**src/rtl/input_fifo_dev_if.sv**
```systemverilog
// CPU-side register bus plus byte-stream input of the input FIFO device.
// The master drives addresses, strobes and the byte stream; the slave is the device.
interface input_fifo_dev_if;
    logic [31:0] address;
    logic [31:0] data;
    logic        MemRead;
    logic        MemWrite;
    logic        in_valid;
    logic [7:0]  in_data;
    logic        in_ready;
    logic [31:0] data_out;
    logic        DeviceAddress;
    logic        DeviceInterrupt;

    modport master (
        output address, data, MemRead, MemWrite, in_valid, in_data,
        input  in_ready, data_out, DeviceAddress, DeviceInterrupt
    );

    modport slave (
        input  address, data, MemRead, MemWrite, in_valid, in_data,
        output in_ready, data_out, DeviceAddress, DeviceInterrupt
    );
endinterface

```
**src/rtl/input_fifo_dev.sv**
```systemverilog
// Memory-mapped byte input FIFO: an external producer pushes bytes, the CPU pops
// them through the DATA register and gets an interrupt when new bytes arrive.
module input_fifo_dev #(
    parameter int          DEPTH = 8,
    parameter logic [31:0] BASE  = 32'hffff0100
) (
    input logic              clk,
    input logic              reset,
    input_fifo_dev_if.slave  bus
);
    localparam int AW = (DEPTH > 1) ? $clog2(DEPTH) : 1;
    localparam int CW = AW + 1;

    localparam logic [31:0]   STATUS_ADDR  = BASE;
    localparam logic [31:0]   DATA_ADDR    = BASE + 32'd4;
    localparam logic [31:0]   CONTROL_ADDR = BASE + 32'd8;
    localparam logic [31:0]   ACK_ADDR     = BASE + 32'd12;
    localparam logic [AW-1:0] PTR_ONE      = AW'(1);
    localparam logic [AW-1:0] PTR_ZERO     = {AW{1'b0}};
    localparam logic [CW-1:0] CNT_ONE      = CW'(1);
    localparam logic [CW-1:0] CNT_ZERO     = {CW{1'b0}};
    localparam logic [CW-1:0] CNT_FULL     = CW'(DEPTH);

    logic [7:0]    buffer_r [DEPTH];
    logic [AW-1:0] head_r;
    logic [AW-1:0] tail_r;
    logic [CW-1:0] count_r;
    logic          ie_r;
    logic          pending_r;

    logic hit_status_s, hit_data_s, hit_control_s, hit_ack_s;
    logic full_s, nonempty_s;
    logic rd_s, wr_s;
    logic push_s, pop_s, flush_s, ctrl_wr_s, ack_s;
    logic [31:0] status_word_s;
    logic [31:0] rdata_s;
    logic        unused_data_s;

    // Only control bits 1:0 of store data carry meaning.
    assign unused_data_s = ^bus.data[31:2];

    // Address decode and per-cycle event qualification.
    always_comb begin
        hit_status_s  = (bus.address == STATUS_ADDR);
        hit_data_s    = (bus.address == DATA_ADDR);
        hit_control_s = (bus.address == CONTROL_ADDR);
        hit_ack_s     = (bus.address == ACK_ADDR);
        full_s        = (count_r == CNT_FULL);
        nonempty_s    = (count_r != CNT_ZERO);
        wr_s          = bus.MemWrite;
        // A simultaneous store takes priority: the load then has no side effects.
        rd_s          = bus.MemRead & ~bus.MemWrite;
        push_s        = bus.in_valid & ~full_s;
        pop_s         = rd_s & hit_data_s & nonempty_s;
        ctrl_wr_s     = wr_s & hit_control_s;
        flush_s       = ctrl_wr_s & bus.data[1];
        ack_s         = wr_s & hit_ack_s;
    end

    // Pointer, occupancy and control/status state.
    always_ff @(posedge clk) begin
        if (reset) begin
            head_r    <= PTR_ZERO;
            tail_r    <= PTR_ZERO;
            count_r   <= CNT_ZERO;
            ie_r      <= 1'b0;
            pending_r <= 1'b0;
        end else begin
            if (ctrl_wr_s) begin
                ie_r <= bus.data[0];
            end
            if (flush_s) begin
                head_r    <= PTR_ZERO;
                tail_r    <= PTR_ZERO;
                count_r   <= CNT_ZERO;
                pending_r <= 1'b0;
            end else begin
                if (push_s) begin
                    tail_r <= tail_r + PTR_ONE;
                end
                if (pop_s) begin
                    head_r <= head_r + PTR_ONE;
                end
                case ({push_s, pop_s})
                    2'b10:   count_r <= count_r + CNT_ONE;
                    2'b01:   count_r <= count_r - CNT_ONE;
                    default: count_r <= count_r;
                endcase
                // A new byte re-arms the request even if it is acknowledged this cycle.
                if (push_s) begin
                    pending_r <= 1'b1;
                end else if (ack_s) begin
                    pending_r <= 1'b0;
                end
            end
        end
    end

    // Byte storage; contents are don't-care while the slot is not occupied.
    always_ff @(posedge clk) begin
        if (push_s) begin
            buffer_r[tail_r] <= bus.in_data;
        end
    end

    // CPU load data mux.
    always_comb begin
        status_word_s = {16'h0000, 8'(count_r), 4'h0, pending_r, ie_r, full_s, nonempty_s};
        rdata_s       = 32'h0000_0000;
        if (bus.MemRead) begin
            if (hit_status_s) begin
                rdata_s = status_word_s;
            end else if (hit_data_s) begin
                rdata_s = nonempty_s ? {24'h000000, buffer_r[head_r]} : 32'h0000_0000;
            end else if (hit_control_s) begin
                rdata_s = {31'h0000_0000, ie_r};
            end else begin
                rdata_s = 32'h0000_0000;
            end
        end else begin
            rdata_s = 32'h0000_0000;
        end
    end

    assign bus.data_out        = rdata_s;
    assign bus.DeviceAddress   = hit_status_s | hit_data_s | hit_control_s | hit_ack_s;
    assign bus.in_ready        = ~full_s;
    assign bus.DeviceInterrupt = ie_r & pending_r;
endmodule

```
**src/flat_wrapper.sv**
```systemverilog
// flat-port wrapper written by rule: the top's interface ports become plain ports
module input_fifo_dev_flat 
#(
    parameter int          DEPTH = 8,
    parameter logic [31:0] BASE  = 32'hffff0100
)
  (clk, reset, bus_address, bus_data, bus_MemRead, bus_MemWrite, bus_in_valid, bus_in_data, bus_in_ready, bus_data_out, bus_DeviceAddress, bus_DeviceInterrupt);
  input_fifo_dev_if bus_i ();
  input logic clk;
  input logic reset;
  input wire logic [$bits(bus_i.address)-1:0] bus_address;
  input wire logic [$bits(bus_i.data)-1:0] bus_data;
  input wire logic [$bits(bus_i.MemRead)-1:0] bus_MemRead;
  input wire logic [$bits(bus_i.MemWrite)-1:0] bus_MemWrite;
  input wire logic [$bits(bus_i.in_valid)-1:0] bus_in_valid;
  input wire logic [$bits(bus_i.in_data)-1:0] bus_in_data;
  output wire logic [$bits(bus_i.in_ready)-1:0] bus_in_ready;
  output wire logic [$bits(bus_i.data_out)-1:0] bus_data_out;
  output wire logic [$bits(bus_i.DeviceAddress)-1:0] bus_DeviceAddress;
  output wire logic [$bits(bus_i.DeviceInterrupt)-1:0] bus_DeviceInterrupt;
  assign bus_i.address = bus_address;
  assign bus_i.data = bus_data;
  assign bus_i.MemRead = bus_MemRead;
  assign bus_i.MemWrite = bus_MemWrite;
  assign bus_i.in_valid = bus_in_valid;
  assign bus_i.in_data = bus_in_data;
  assign bus_in_ready = bus_i.in_ready;
  assign bus_data_out = bus_i.data_out;
  assign bus_DeviceAddress = bus_i.DeviceAddress;
  assign bus_DeviceInterrupt = bus_i.DeviceInterrupt;
  input_fifo_dev #(.DEPTH(DEPTH), .BASE(BASE)) u_core (.clk(clk), .reset(reset), .bus(bus_i));
endmodule
```
**config.mk**
```make
export PLATFORM = sky130hd
export DESIGN_NAME = input_fifo_dev_flat
export DESIGN_NICKNAME = d
export VERILOG_FILES = /design/src/rtl/input_fifo_dev_if.sv /design/src/rtl/input_fifo_dev.sv /design/src/flat_wrapper.sv
export SDC_FILE = /design/constraint.sdc
export NUM_CORES = 1
export LEC_CHECK = 0
export BUFFER_PORTS_ARGS = -buffer_cell sky130_fd_sc_hd__buf_4
export CAP_MARGIN = 20
export CELL_PAD_IN_SITES_DETAIL_PLACEMENT = 0
export CELL_PAD_IN_SITES_GLOBAL_PLACEMENT = 1
export CORE_MARGIN = 8
export CORE_UTILIZATION = 40
export CTS_CLUSTER_DIAMETER = 200
export DETAILED_ROUTE_END_ITERATION = 16
export PLACE_DENSITY_LB_ADDON = 0.1
export SETUP_SLACK_MARGIN = 0.4
export SYNTH_ARGS = -nofsm -noshare
export SYNTH_HDL_FRONTEND = slang
export SYNTH_SLANG_ARGS = --single-unit
```
**constraint.sdc**
```tcl
create_clock -name clk -period 2.5 [get_ports clk]
set_input_delay 0.375 -clock clk [delete_from_list [all_inputs] [get_ports clk]]
set_output_delay 0.375 -clock clk [all_outputs]
set_load 0.01 [all_outputs]
```
Word level (Yosys, flattened, before mapping)
Memories as Yosys holds them, arrays and structs flattened. A register that Yosys moved wholly into a read port is not among the register bits.
Index checks and enable logic that the tools add are counted.
Word-level totals
  register bits after elaboration: 12
  bits in writable memories: 64
  bits of input ports: 77
  output and inout bits: 35
  word-level logic and storage cells: 46
  memories kept: 1
Memory list
  u_core.buffer_r: words 8, width 8, rd ports 1, clocked after Yosys merged registers in 1, write ports 1, RTL line input_fifo_dev.sv:24  | logic [7:0] buffer_r [DEPTH];
Cells by class
  add/sub/neg operators: 4
  eq/ne operators: 7
  multiplexer cells: 12
  bitwise operators: 13
  reduce and logical (&&, ||, !) cells: 4
Operators by type and width (count)
  $eq 32x32->1 const B: 4
  $mux 32: 3
  $and 1x1->1: 8
  $mux 8: 1
  $pmux 4 s2: 1
  $add 3x1->3 const B: 2
  $mux 3: 2
  $mux 1: 5
  $add 4x1->4 const B: 1
  $eq 4x4->1 const B: 1
  $reduce_bool 2->1: 2
  $reduce_bool 4->1: 1
  $sub 4x1->4 const B: 1
  $or 1x1->1: 3
  $eq 2x1->1 const B: 1
  $eq 2x2->1 const B: 1
  $not 1->1: 2
  $reduce_or 2->1: 1

Depth between registers and ports, before layout
Gate-level depths: netlist of run 1.
  depth after elaboration: 6
  depth in mapped cells: 12
  depth with buffers taken out: 11

Worst setup path after synthesis of run 1
No wires, ideal clock.
  path type: flip-flop to flip-flop
  start point: register u_core.count_r[1]
  end point: register u_core.count_r[3]
  setup time: 115 ps
  data arrival time: 2173 ps
  data required time: 2385 ps
  slack: 212 ps
  stages on the path, launching flop included: 11
  path buffers: 1
  clock period less this slack: 2288 ps
  cell sequence: dfxtp_1 buf_2 o41ai_2 nor3_1 and3_2 ha_1 nand4bb_1 or3_1 o31ai_1 xnor2_1 nor2_1
Between the ends
  longest elaborated chain between the ends: 5
  elaborated cells between the ends (all ways): 11
  those cells by class: add/sub (2); eq/ne (3); mux (1); bitwise (3); reduce/logical (2)
RTL lines
  start: declaration: RTL line input_fifo_dev.sv:27  | logic [CW-1:0] count_r;
  start signal: assignment: RTL line input_fifo_dev.sv:85  | 2'b10: count_r <= count_r + CNT_ONE;
  start signal: assignment: RTL line input_fifo_dev.sv:86  | 2'b01: count_r <= count_r - CNT_ONE;
  start signal: assignment: RTL line input_fifo_dev.sv:87  | default: count_r <= count_r;
  $eq 4x4->1: RTL line input_fifo_dev.sv:48  | full_s = (count_r == CNT_FULL);
  $not 1->1: RTL line input_fifo_dev.sv:53  | push_s = bus.in_valid & ~full_s;
  $and 1x1->1: RTL line input_fifo_dev.sv:53
  $eq 2x1->1 / $eq 2x2->1 (equally long branches): RTL line input_fifo_dev.sv:84  | case ({push_s, pop_s})
  $pmux 4 s2 / $reduce_bool 2->1 (equally long branches)
Several ways; a longest one is shown, not always the timed one.
A chain may end at the register's enable or synchronous reset.

Worst setup path after layout of run 1
  start point: input bus_address[10]
  end point: output bus_data_out[0]
Between the ends
  longest elaborated chain between the ends: 5
  elaborated cells between the ends (all ways): 7
  those cells by class: eq/ne (3); mux (4)
RTL lines
  start: declaration: RTL line flat_wrapper.sv:11  | input wire logic [$bits(bus_i.address)-1:0] bus_address;
  $eq 32x32->1: RTL line input_fifo_dev.sv:46  | hit_control_s = (bus.address == CONTROL_ADDR);
  $mux 1: RTL line input_fifo_dev.sv:115  | end else if (hit_control_s) begin
  $mux 32: RTL line input_fifo_dev.sv:113  | end else if (hit_data_s) begin
  $mux 32 (*): RTL line input_fifo_dev.sv:111  | if (hit_status_s) begin
  $mux 32 (*): RTL line input_fifo_dev.sv:110  | if (bus.MemRead) begin
  end: declaration: RTL line flat_wrapper.sv:18  | output wire logic [$bits(bus_i.data_out)-1:0] bus_data_out;
Every way passes the cells marked *; elsewhere a longest branch is shown, timed or not.

==> results of run 1 <==
logic make-up (layout without fill, tap and decap cells):
| family | count (synthesis) | after routing |
|---|---|---|
| AND/OR/NAND/NOR | 62 | 62 |
| adder cells (fa/ha/maj) | 5 | 5 |
| XOR/XNOR | 7 | 7 |
| other | 1 | 20 |
| flip-flops | 79 | 79 |
| buffers and inverters | 38 | 130 |
| multiplexers | 25 | 25 |
| AO/OA/AOI/OAI | 24 | 24 |
worst max path at each step:
stage | from | end | slack [ps]
global route | register | bus_data_out[3] | 110
floorplan | u_core.count_r[1]$_SDFFE_PP0P_ | u_core.count_r[2]$_SDFFE_PP0P_ | 360
finish | bus_address[10] | bus_data_out[0] | 230
detailed placement | bus_address[3] | u_core.count_r[3]$_SDFFE_PP0P_ | 30
global placement | bus_address[3] | u_core.count_r[3]$_SDFFE_PP0P_ | 10
CTS | register | bus_data_out[3] | 180
report_power, final:
| group | internal, mW | leakage, nW | switching (mW) |
|---|---|---|---|
| logic | 0.108 | 0.997 | 0.108 |
| registers | 1.45 | 0.706 | 0.0169 |
| clock network | 0.559 | 0.104 | 0.445 |
| total | 2.12 | 1.81 | 0.570 |
sequential cells by signal, summed over array words and instances, names as in the netlist, named ones only:
| signal | flops |
|---|---|
| u_core.ie_r | 1 |
| u_core.count_r | 4 |
| u_core.tail_r | 3 |
| u_core.head_r | 3 |
| u_core.buffer_r | 64 |
| u_core.pending_r | 1 |
per-layer routing:
layer | vias up | track usage [%] | part of all wire, %
li1 | 1090 | - | -
met1 | 1124 | 15.7 | 39
met2 | 86 | 23.6 | 50
met3 | 4 | 4.13 | 10
met4 | 0 | 4.00 | 0.66
met5 | - | 0 | 0
cells in the final DEF, fill, tap and decap left out, drive strengths merged, types with 5 or more instances in the layout:
| cell type | n |
|---|---|
| ha | 5 |
| edfxtp | 64 |
| nor3 | 7 |
| conb | 20 |
| nand3 | 6 |
| a21oi | 12 |
| nand2 | 6 |
| xor2 | 5 |
| buf | 104 |
| dfxtp | 15 |
| mux4 | 16 |
| inv | 10 |
| mux2i | 9 |
| nor2 | 21 |
| clkbuf | 10 |
cell type report:
type                    instances  area [um2]  area share (%)
clock buffers                  10         128            2.68
clock inverters                 6        85.1            1.79
inverters                      10        37.5           0.789
multi-input cells             143        1320            27.7
flip-flops and latches         79        2230            46.9
well taps                     108         135            2.84
repair buffers                104         823            17.3
timing repair:
action / in CTS / in global routing
pin swaps: 10 / 10
endpoints found under the setup margin: 14 / 17
resized for setup: 15 / 22
setup buffers: 17 / 7
==> flow_metrics.env, run 1 <==
export IMPL_synth_simple_area_share_pct=10.4
export IMPL_ioPinCount=112
export IMPL_worst_pin_slew_ps=605
export IMPL_cts_buffer_depth=2
export IMPL_grt_max_degree=14
export IMPL_gp_congestion=0.722
export IMPL_r2r_start="u_core.count_r[1]$_SDFFE_PP0P_"
export IMPL_place_inst=420
export IMPL_dp_hpwl_um=5510
export IMPL_pre_cts_ws_ps=26.7
export IMPL_min_to="u_core.ie_r$_SDFFE_PP0P_"
export IMPL_crit_family="simple AND/OR/NAND/NOR gates"
export IMPL_final_util_pct=54.8
export IMPL_drc=0
export IMPL_hold_path_class="input pin to register"
export IMPL_finalWorstSetupSlack_ps=227
export IMPL_synth_edff_count=64
export IMPL_cts_tree="yes"
export IMPL_r2r_cells=9
export IMPL_synthFlopType="edfxtp_1"
export IMPL_slew_headroom_pct=59.6
export IMPL_cp_slowest_cell="or4b_4"
export IMPL_synth_compound_area_share_pct=4.15
export IMPL_syn_avg_cell_area_um2=14.8
export IMPL_via_count=2304
export IMPL_dpl_cell_area_um2=4210
export IMPL_start_util_pct=41.0
export IMPL_synth_most_common_cell="edfxtp_1"
export IMPL_holdPathStages=2
export IMPL_ys_async_sr_fraction_pct=0
export IMPL_syn_area_um2=3560
export IMPL_fin_crit_sh_pct=90.9
export IMPL_crit_buf_inv=3
export IMPL_die_y_um=110
export IMPL_cpPeakStageDelay_ps=490
export IMPL_start_kind="input pin"
export IMPL_ff2ff_setup_slack_ps=250
export IMPL_first_iter_violations=220
export IMPL_synthCells=241
export IMPL_critPathKind="input pin to primary output"
export IMPL_synth_top_area_share_pct=54.0
export IMPL_required_ps=2120
export IMPL_cp_end_kind="primary output"
export IMPL_r2r_end="u_core.count_r[3]$_SDFFE_PP0P_"
export IMPL_antenna_found_initial=0
export IMPL_holdWs_ps=203
export IMPL_setup_viol=0
export IMPL_wl_per_cell_um=17.8
export IMPL_overflow=0
export IMPL_cts_hold_fix_buffers=0
export IMPL_finalHoldViolations=0
export IMPL_dr_pass1_iters=4
export IMPL_synth_top_family_by_area="multiplexers"
export IMPL_numCtsBuffers=9
export IMPL_grt_use_total_pct=13.6
export IMPL_yosys_area_share_xor_xnor_pct=1.72
export IMPL_clock_latency_ps=340
export IMPL_max_freq_mhz=440
export IMPL_powerDensity_nw_per_um2=565
export IMPL_path_cells="buf_4 -> nor4b_4 -> and4_4 -> buf_6 -> nand2_4 -> or4b_4 -> o21ai_2 -> buf_4"
export IMPL_hp_start="reset"
export IMPL_grt_pass1_vias=2336
export IMPL_crit_cells=8
export IMPL_synth_cell_types=43
export IMPL_ys_warn_count=0
export IMPL_fill_cells=742
export IMPL_drive_above_1_share_pct=48.0
export IMPL_arrival_ps=1900
export IMPL_leakage_nw=1.81
export IMPL_drt_total_wl_um=8210
export IMPL_fp_row_count=34
export IMPL_cts_root_buf="clkbuf_8"
export IMPL_io_buffers=61
export IMPL_vdd_ir_drop_worst_mv=0.480
export IMPL_fp_dieW_um=110
export IMPL_antenna_left=0
export IMPL_ys_ff_latch=79
export IMPL_muxShareOfSynthArea_pct=12.7
export IMPL_stdcell_area_um2=4760
export IMPL_rsz0062_at_grt="yes"
export IMPL_post_route_min_period_ps=2270
export IMPL_tns_ps=0
export IMPL_critPathMaxFanout=4
export IMPL_p_total_mw=2.69
export IMPL_cpMostUsedCell="buf_4"
export IMPL_drv_slew=0
export IMPL_status="complete, no violations"
export IMPL_core_area_um2=8680
export IMPL_clk_pin_slew_ps=70
export IMPL_grt_pass1_wl_um=12200
export IMPL_area_growth_pct=33.7
export IMPL_synth_top_area_cell="edfxtp_1"
export IMPL_die_area_um2=12200
export IMPL_diodes=0
export IMPL_cts_sinks=79
export IMPL_h_tree_depth=3
export IMPL_stdcell_count=460
export IMPL_maxCapViolations=0
export IMPL_synthTopCellsByArea="edfxtp_1 54%, mux4_2 10%, dfxtp_1 8.4%, buf_4 4.6%, mux2i_1 2.5%"
export IMPL_yosys_top_cells_count="64 x edfxtp_1, 22 x buf_4, 21 x nor2_1"
export IMPL_via_per_inst=5.01
export IMPL_layout_nets=429
export IMPL_clock_skew_ps=8.67
export IMPL_synthAdderAreaFrac_pct=1.76
export IMPL_yosysSeqAreaShare_pct=62.4
Note: power is estimated with default switching activity, not from simulation.
==> run 2: changes to the inputs <==
==> constraint.sdc (replaced) <==
create_clock -name clk -period 2.6 [get_ports clk]
set_input_delay 0.39 -clock clk [delete_from_list [all_inputs] [get_ports clk]]
set_output_delay 0.39 -clock clk [all_outputs]
set_load 0.01 [all_outputs]
==> run 2 against run 1 <==
Compared with the run above:
- die area stayed put
- clock-buffer cell count is 1 lower
- critical path depth stayed put
- worst setup slack better by 68 ps
- first-iteration DRC count is 30% lower
- final area is 1.6% higher
- cell count is 0.43% higher
- wire length is 4.3% higher
- worst hold slack worse by 8.7 ps
- sequential share of layout area is 0.72 points lower
- global-route usage is 0.53 points higher
- critical endpoint unchanged
- largest cell class unchanged
==> flow_metrics.env, run 2 (synthesis results as in run 1) <==
export IMPL_status="complete, no violations"
export IMPL_start_kind="input pin"
export IMPL_drt_total_wl_um=8560
export IMPL_fp_dieW_um=110
export IMPL_largest_reg_flops=64
export IMPL_arrival_ps=1910
export IMPL_fp_row_count=34
export IMPL_drv_slew=0
export IMPL_max_freq_mhz=434
export IMPL_grt_pass1_vias=2314
export IMPL_cts_tree="yes"
export IMPL_layout_common_cells="90 x buf_4, 64 x edfxtp_1, 20 x conb_1"
export IMPL_crit_cells=8
export IMPL_grt_max_degree=17
export IMPL_numCtsBuffers=9
export IMPL_dpl_cell_area_um2=4200
export IMPL_slew_headroom_pct=60.8
export IMPL_stdcell_area_um2=4830
export IMPL_leakage_nw=1.81
export IMPL_cp_end_kind="primary output"
export IMPL_via_count=2303
export IMPL_wl_per_cell_um=18.5
export IMPL_clock_skew_ps=5.47
export IMPL_holdPathStages=2
export IMPL_diodes=0
export IMPL_cts_hold_fix_buffers=0
export IMPL_powerDensity_nw_per_um2=511
export IMPL_post_route_min_period_ps=2300
export IMPL_cp_slowest_cell="or4b_4"
export IMPL_dp_hpwl_um=5550
export IMPL_critPathKind="input pin to primary output"
export IMPL_met3_usage_pct=5.00
export IMPL_worst_pin_slew_ps=587
export IMPL_finalHoldViolations=0
export IMPL_cts_sinks=79
export IMPL_grt_busiest_layer="met2"
export IMPL_vdd_ir_drop_worst_mv=0.375
export IMPL_r2r_cells=10
export IMPL_start_util_pct=41.0
export IMPL_antenna_found_initial=0
export IMPL_layout_nets=431
export IMPL_largest_registers="u_core.buffer_r: 64 flops, u_core.count_r: 4 flops"
export IMPL_die_y_um=110
export IMPL_final_common_cell="buf_4"
export IMPL_core_area_um2=8680
export IMPL_fin_crit_sh_pct=88.7
export IMPL_gp_congestion=0.770
export IMPL_clock_latency_ps=360
export IMPL_path_cells="buf_4 -> nor4_4 -> and4_4 -> buf_6 -> nand2_4 -> or4b_4 -> o21ai_2 -> buf_4"
export IMPL_top_register="u_core.buffer_r"
export IMPL_io_buffers=61
export IMPL_ioPinCount=112
export IMPL_area_growth_pct=35.8
export IMPL_crit_buf_inv=3
export IMPL_cts_buffer_depth=2
export IMPL_dr_pass1_iters=4
export IMPL_die_area_um2=12200
export IMPL_overflow=0
export IMPL_maxCapViolations=0
export IMPL_cpMostUsedCell="buf_4"
export IMPL_rsz0062_at_grt="yes"
export IMPL_clk_pin_slew_ps=80
export IMPL_h_tree_depth=3
export IMPL_grt_use_total_pct=14.1
export IMPL_drc=0
export IMPL_required_ps=2210
export IMPL_crit_family="simple AND/OR/NAND/NOR gates"
export IMPL_first_iter_violations=155
export IMPL_critPathMaxFanout=3
export IMPL_grt_use_met1_pct=16.6
export IMPL_cts_root_buf="clkbuf_8"
export IMPL_setup_viol=0
export IMPL_drive_above_1_share_pct=49.4
export IMPL_grt_pass1_wl_um=12400
export IMPL_stdcell_count=462
export IMPL_antenna_left=0
export IMPL_via_per_inst=4.98
export IMPL_place_inst=420
export IMPL_final_util_pct=55.7
export IMPL_met2_usage_pct=23.4
export IMPL_cpPeakStageDelay_ps=510
export IMPL_hold_path_class="input pin to register"
export IMPL_holdWs_ps=194
## run 2: area by class of cell
class                   instances  area, um2
inverters                      10       40.0
well taps                     108        135
clock inverters                 7       61.3
clock buffers                   9        124
multi-input cells             143       1350
fillers                       739       3850
repair buffers                106        886
flip-flops and latches         79       2230
## run 2: power by group
| group | internal [mW] | switching, mW | total [mW] |
|---|---|---|---|
| sequential | 1.39 | 0.0152 | 1.41 |
| combinational | 0.103 | 0.110 | 0.213 |
| clock | 0.364 | 0.481 | 0.845 |
| total | 1.86 | 0.606 | 2.47 |
## run 2: metrics by stage
stage | total power, mW | setup WS, ps | TNS (ps)
3_5_place_dp | 1.63 | -14.7 | -14.7
3_3_place_gp | 1.63 | -3.58 | -3.58
2_1_floorplan | 1.55 | 400 | 0
6_report | 2.47 | 295 | 0
5_1_grt | 2.57 | 200 | 0
4_1_cts | 2.49 | 249 | 0
## run 2: path summary, 6_finish.rpt
check / startpoint / endpoint / slack (ps)
worst max register to register: u_core.count_r[3]$_SDFFE_PP0P_ / u_core.count_r[3]$_SDFFE_PP0P_ / 300
worst max-delay path: bus_address[12] / bus_data_out[0] / 300
worst min register to register: u_core.head_r[2]$_SDFFE_PP0N_ / u_core.head_r[2]$_SDFFE_PP0N_ / 500
worst min-delay path: reset / u_core.ie_r$_SDFFE_PP0P_ / 190
## run 2: what timing repair did
item | 4_1_cts | 5_1_grt
gates cloned | 0 | 1
setup buffers | 18 | 7
pin swaps | 10 | 17
gates resized for setup | 26 | 29
setup endpoints to repair | 14 | 16
## run 2: per-layer routing
metal  vias up  part of all wire (%)
li1       1095                     -
met2        83                    49
met4         0                   1.2
met1      1118                    41
met5         -                     0
met3         7                   8.8
==> run 3: changes to the inputs <==
--- a/config.mk
+++ b/config.mk
@@ -5,12 +5,12 @@
 export SDC_FILE = /design/constraint.sdc
 export NUM_CORES = 1
 export LEC_CHECK = 0
+export ABC_AREA = 1
 export BUFFER_PORTS_ARGS = -buffer_cell sky130_fd_sc_hd__buf_4
 export CAP_MARGIN = 20
 export CELL_PAD_IN_SITES_DETAIL_PLACEMENT = 0
 export CELL_PAD_IN_SITES_GLOBAL_PLACEMENT = 1
-export CORE_MARGIN = 8
-export CORE_UTILIZATION = 40
+export CORE_UTILIZATION = 39
 export CTS_CLUSTER_DIAMETER = 200
 export DETAILED_ROUTE_END_ITERATION = 16
 export PLACE_DENSITY_LB_ADDON = 0.1
==> run 3 against run 2 <==
Compared with the run above:
- die area down 16%
- clock skew barely moved
- sequential cell count is the same
- total power is 2.7% higher
- fmax increased by 9.8%
- combinational power shrank 15%
- synthesized cell count increased by 61%
- critical path depth decreased by 1
- worst hold slack improved by 72 ps
- critical endpoint is now bus_data_out[4]
==> flow_metrics.env, run 3 <==
export IMPL_synth_top_area_share_pct=50.2
export IMPL_grt_use_total_pct=17.2
export IMPL_tns_ps=0
export IMPL_synth_edff_count=64
export IMPL_setup_viol=0
export IMPL_seq_power_share_pct=55.3
export IMPL_top_register="u_core.buffer_r"
export IMPL_r2r_start="u_core.count_r[1]$_SDFFE_PP0P_"
export IMPL_maxCapViolations=0
export IMPL_overflow=0
export IMPL_gp_congestion=0.740
export IMPL_clk_pin_slew_ps=90
export IMPL_synth_most_common_cell="nor2_1"
export IMPL_p_switching_mw=0.603
export IMPL_cts_tree="yes"
export IMPL_wl_per_cell_um=13.8
export IMPL_holdPathStages=1
export IMPL_required_ps=2210
export IMPL_clock_skew_ps=5.36
export IMPL_fp_dieW_um=101
export IMPL_muxShareOfSynthArea_pct=0
export IMPL_drc=0
export IMPL_critPathKind="register to primary output"
export IMPL_final_common_cell="buf_4"
export IMPL_cp_end_kind="primary output"
export IMPL_synth_simple_area_share_pct=20.3
export IMPL_cts_root_buf="clkbuf_8"
export IMPL_leakage_nw=1.93
export IMPL_first_iter_violations=145
export IMPL_grt_pass1_vias=2585
export IMPL_fp_row_count=35
export IMPL_vdd_ir_drop_worst_mv=0.423
export IMPL_grt_max_degree=18
export IMPL_holdWs_ps=266
export IMPL_layout_nets=553
export IMPL_dp_hpwl_um=5670
export IMPL_ff2ff_setup_slack_ps=610
export IMPL_r2r_cells=13
export IMPL_ys_warn_count=0
export IMPL_stdcell_count=605
export IMPL_via_per_inst=4.69
export IMPL_yosys_top_cells_count="65 x nor2_1, 64 x edfxtp_1, 60 x nand2_1"
export IMPL_netSwitchingFraction_pct=23.8
export IMPL_place_inst=584
export IMPL_synthAdderAreaFrac_pct=1.64
export IMPL_max_freq_mhz=476
export IMPL_via_count=2840
export IMPL_clkPwrFrac_pct=37.6
export IMPL_cts_sinks=79
export IMPL_die_y_um=101
export IMPL_core_area_um2=9370
export IMPL_syn_avg_cell_area_um2=9.84
export IMPL_synthCells=389
export IMPL_io_buffers=61
export IMPL_internal_power_mw=1.93
export IMPL_synth_compound_area_share_pct=9.81
export IMPL_antenna_found_initial=0
export IMPL_combPwrFrac_pct=7.2
export IMPL_post_route_min_period_ps=2100
export IMPL_ys_async_sr_fraction_pct=0
export IMPL_status="complete, no violations"
export IMPL_synthTopCellsByArea="edfxtp_1 50%, dfxtp_1 7.8%, nor2_1 6.4%, nand2_1 5.9%, buf_4 4.1%"
export IMPL_dr_pass1_iters=5
export IMPL_largest_reg_flops=64
export IMPL_ioPinCount=112
export IMPL_start_kind="register"
export IMPL_start_util_pct=40.8
export IMPL_h_tree_depth=3
export IMPL_antenna_left=0
export IMPL_layout_common_cells="78 x buf_4, 64 x edfxtp_1, 62 x nor2_1"
export IMPL_drive_above_1_share_pct=30.9
export IMPL_synthFlopType="edfxtp_1"
export IMPL_largest_registers="u_core.buffer_r: 64 flops, u_core.count_r: 4 flops"
export IMPL_rsz0062_at_grt="yes"
export IMPL_yosysSeqAreaShare_pct=58.1
export IMPL_yosys_area_share_xor_xnor_pct=1.14
export IMPL_pre_cts_ws_ps=139
export IMPL_r2r_end="u_core.count_r[2]$_SDFFE_PP0P_"
export IMPL_arrival_ps=1710
export IMPL_syn_area_um2=3830
export IMPL_ys_ff_latch=79
export IMPL_synth_top_area_cell="edfxtp_1"
export IMPL_powerDensity_nw_per_um2=535
export IMPL_critPathMaxFanout=8
export IMPL_finalWorstSetupSlack_ps=501
export IMPL_finalHoldViolations=0
export IMPL_drt_total_wl_um=8370
export IMPL_synth_cell_types=34
export IMPL_hold_path_class="input pin to register"
export IMPL_die_area_um2=10200
export IMPL_clock_latency_ps=340
export IMPL_numCtsBuffers=9
export IMPL_area_growth_pct=23.8
export IMPL_fin_crit_sh_pct=80.7
export IMPL_synth_top_family_by_area="simple AND/OR/NAND/NOR gates"
export IMPL_grt_pass1_wl_um=12900
export IMPL_hp_start="bus_in_data[7]"
export IMPL_final_util_pct=50.6
export IMPL_diodes=0
export IMPL_min_to="u_core.buffer_r[2][7]$_DFFE_PP_"
export IMPL_drv_slew=0
export IMPL_cts_buffer_depth=2
[run 3: worst max-delay path by stage]
stage | endpoint | slack (ps) | cells after the start
after floorplan | u_core.count_r[2]$_SDFFE_PP0P_ | 490 | 16
after global placement | u_core.count_r[2]$_SDFFE_PP0P_ | 140 | 17
after detailed placement | u_core.count_r[2]$_SDFFE_PP0P_ | 140 | 17
after CTS | bus_data_out[3] | 430 | 8
after global routing | bus_data_out[0] | 370 | 10
final | bus_data_out[4] | 500 | 7
[run 3: power by group through the flow]
stage               logic [mW]  clock network, mW  registers (mW)
CTS                      0.179              0.964            1.40
detailed placement       0.178                  0            1.43
global placement         0.176                  0            1.43
global route             0.204               1.02            1.40
floorplan                0.108                  0            1.43
finish                   0.181              0.952            1.40
[run 3: layer usage]
layer | GRT usage (%) | routed length (um) | vias up | share of wire (%)
li1 | - | - | 1425 | -
met1 | 23.1 | 3840 | 1323 | 46
met2 | 28.6 | 3980 | 83 | 47
met3 | 2.50 | 454 | 9 | 5.4
met4 | 5.69 | 97 | 0 | 1.2
met5 | 0 | 0 | - | 0
[run 3: area by class of cell]
cell class	count	area (um2)
Timing Repair Buffer	82	634
Sequential cell	79	2230
Multi-Input combinational cell	265	1370
Clock inverter	7	83.8
Tap cell	129	161
Fill cell	909	4630
Clock buffer	9	124
Inverter	34	134
[run 3: metrics by stage]
| stage | power, mW | cell area [um2] |
|---|---|---|
| 2_1_floorplan | 1.54 | 3900 |
| 3_3_place_gp | 1.61 | 4420 |
| 3_5_place_dp | 1.61 | 4420 |
| 4_1_cts | 2.54 | 4640 |
| 5_1_grt | 2.62 | 4740 |
| 6_report | 2.53 | 4740 |
[run 3: timing repair]
item | 4_1_cts | 5_1_grt
endpoints found under the setup margin | 9 | 10
resized for setup | 4 | 26
setup buffers | 0 | 5
hold buffers | 0 | 0
gates cloned | 0 | 0
pin swaps | 0 | 11
[run 3: kinds of logic (layout without fill, tap and decap cells)]
family / Yosys count / in the layout
compound gates: 67 / 67
xor+xnor: 5 / 5
fa+ha+maj: 5 / 5
buf+inv: 64 / 132
flops: 79 / 79
other cells: 1 / 20
simple gates: 168 / 168
[run 3: critical path: stages, from the launching register on]
cell	delay [ps]
dfxtp_4	440
buf_8	150
buf_4	160
o21ai_0	90
o22ai_1	160
nand2_1	90
a21oi_2	140
buf_4	130
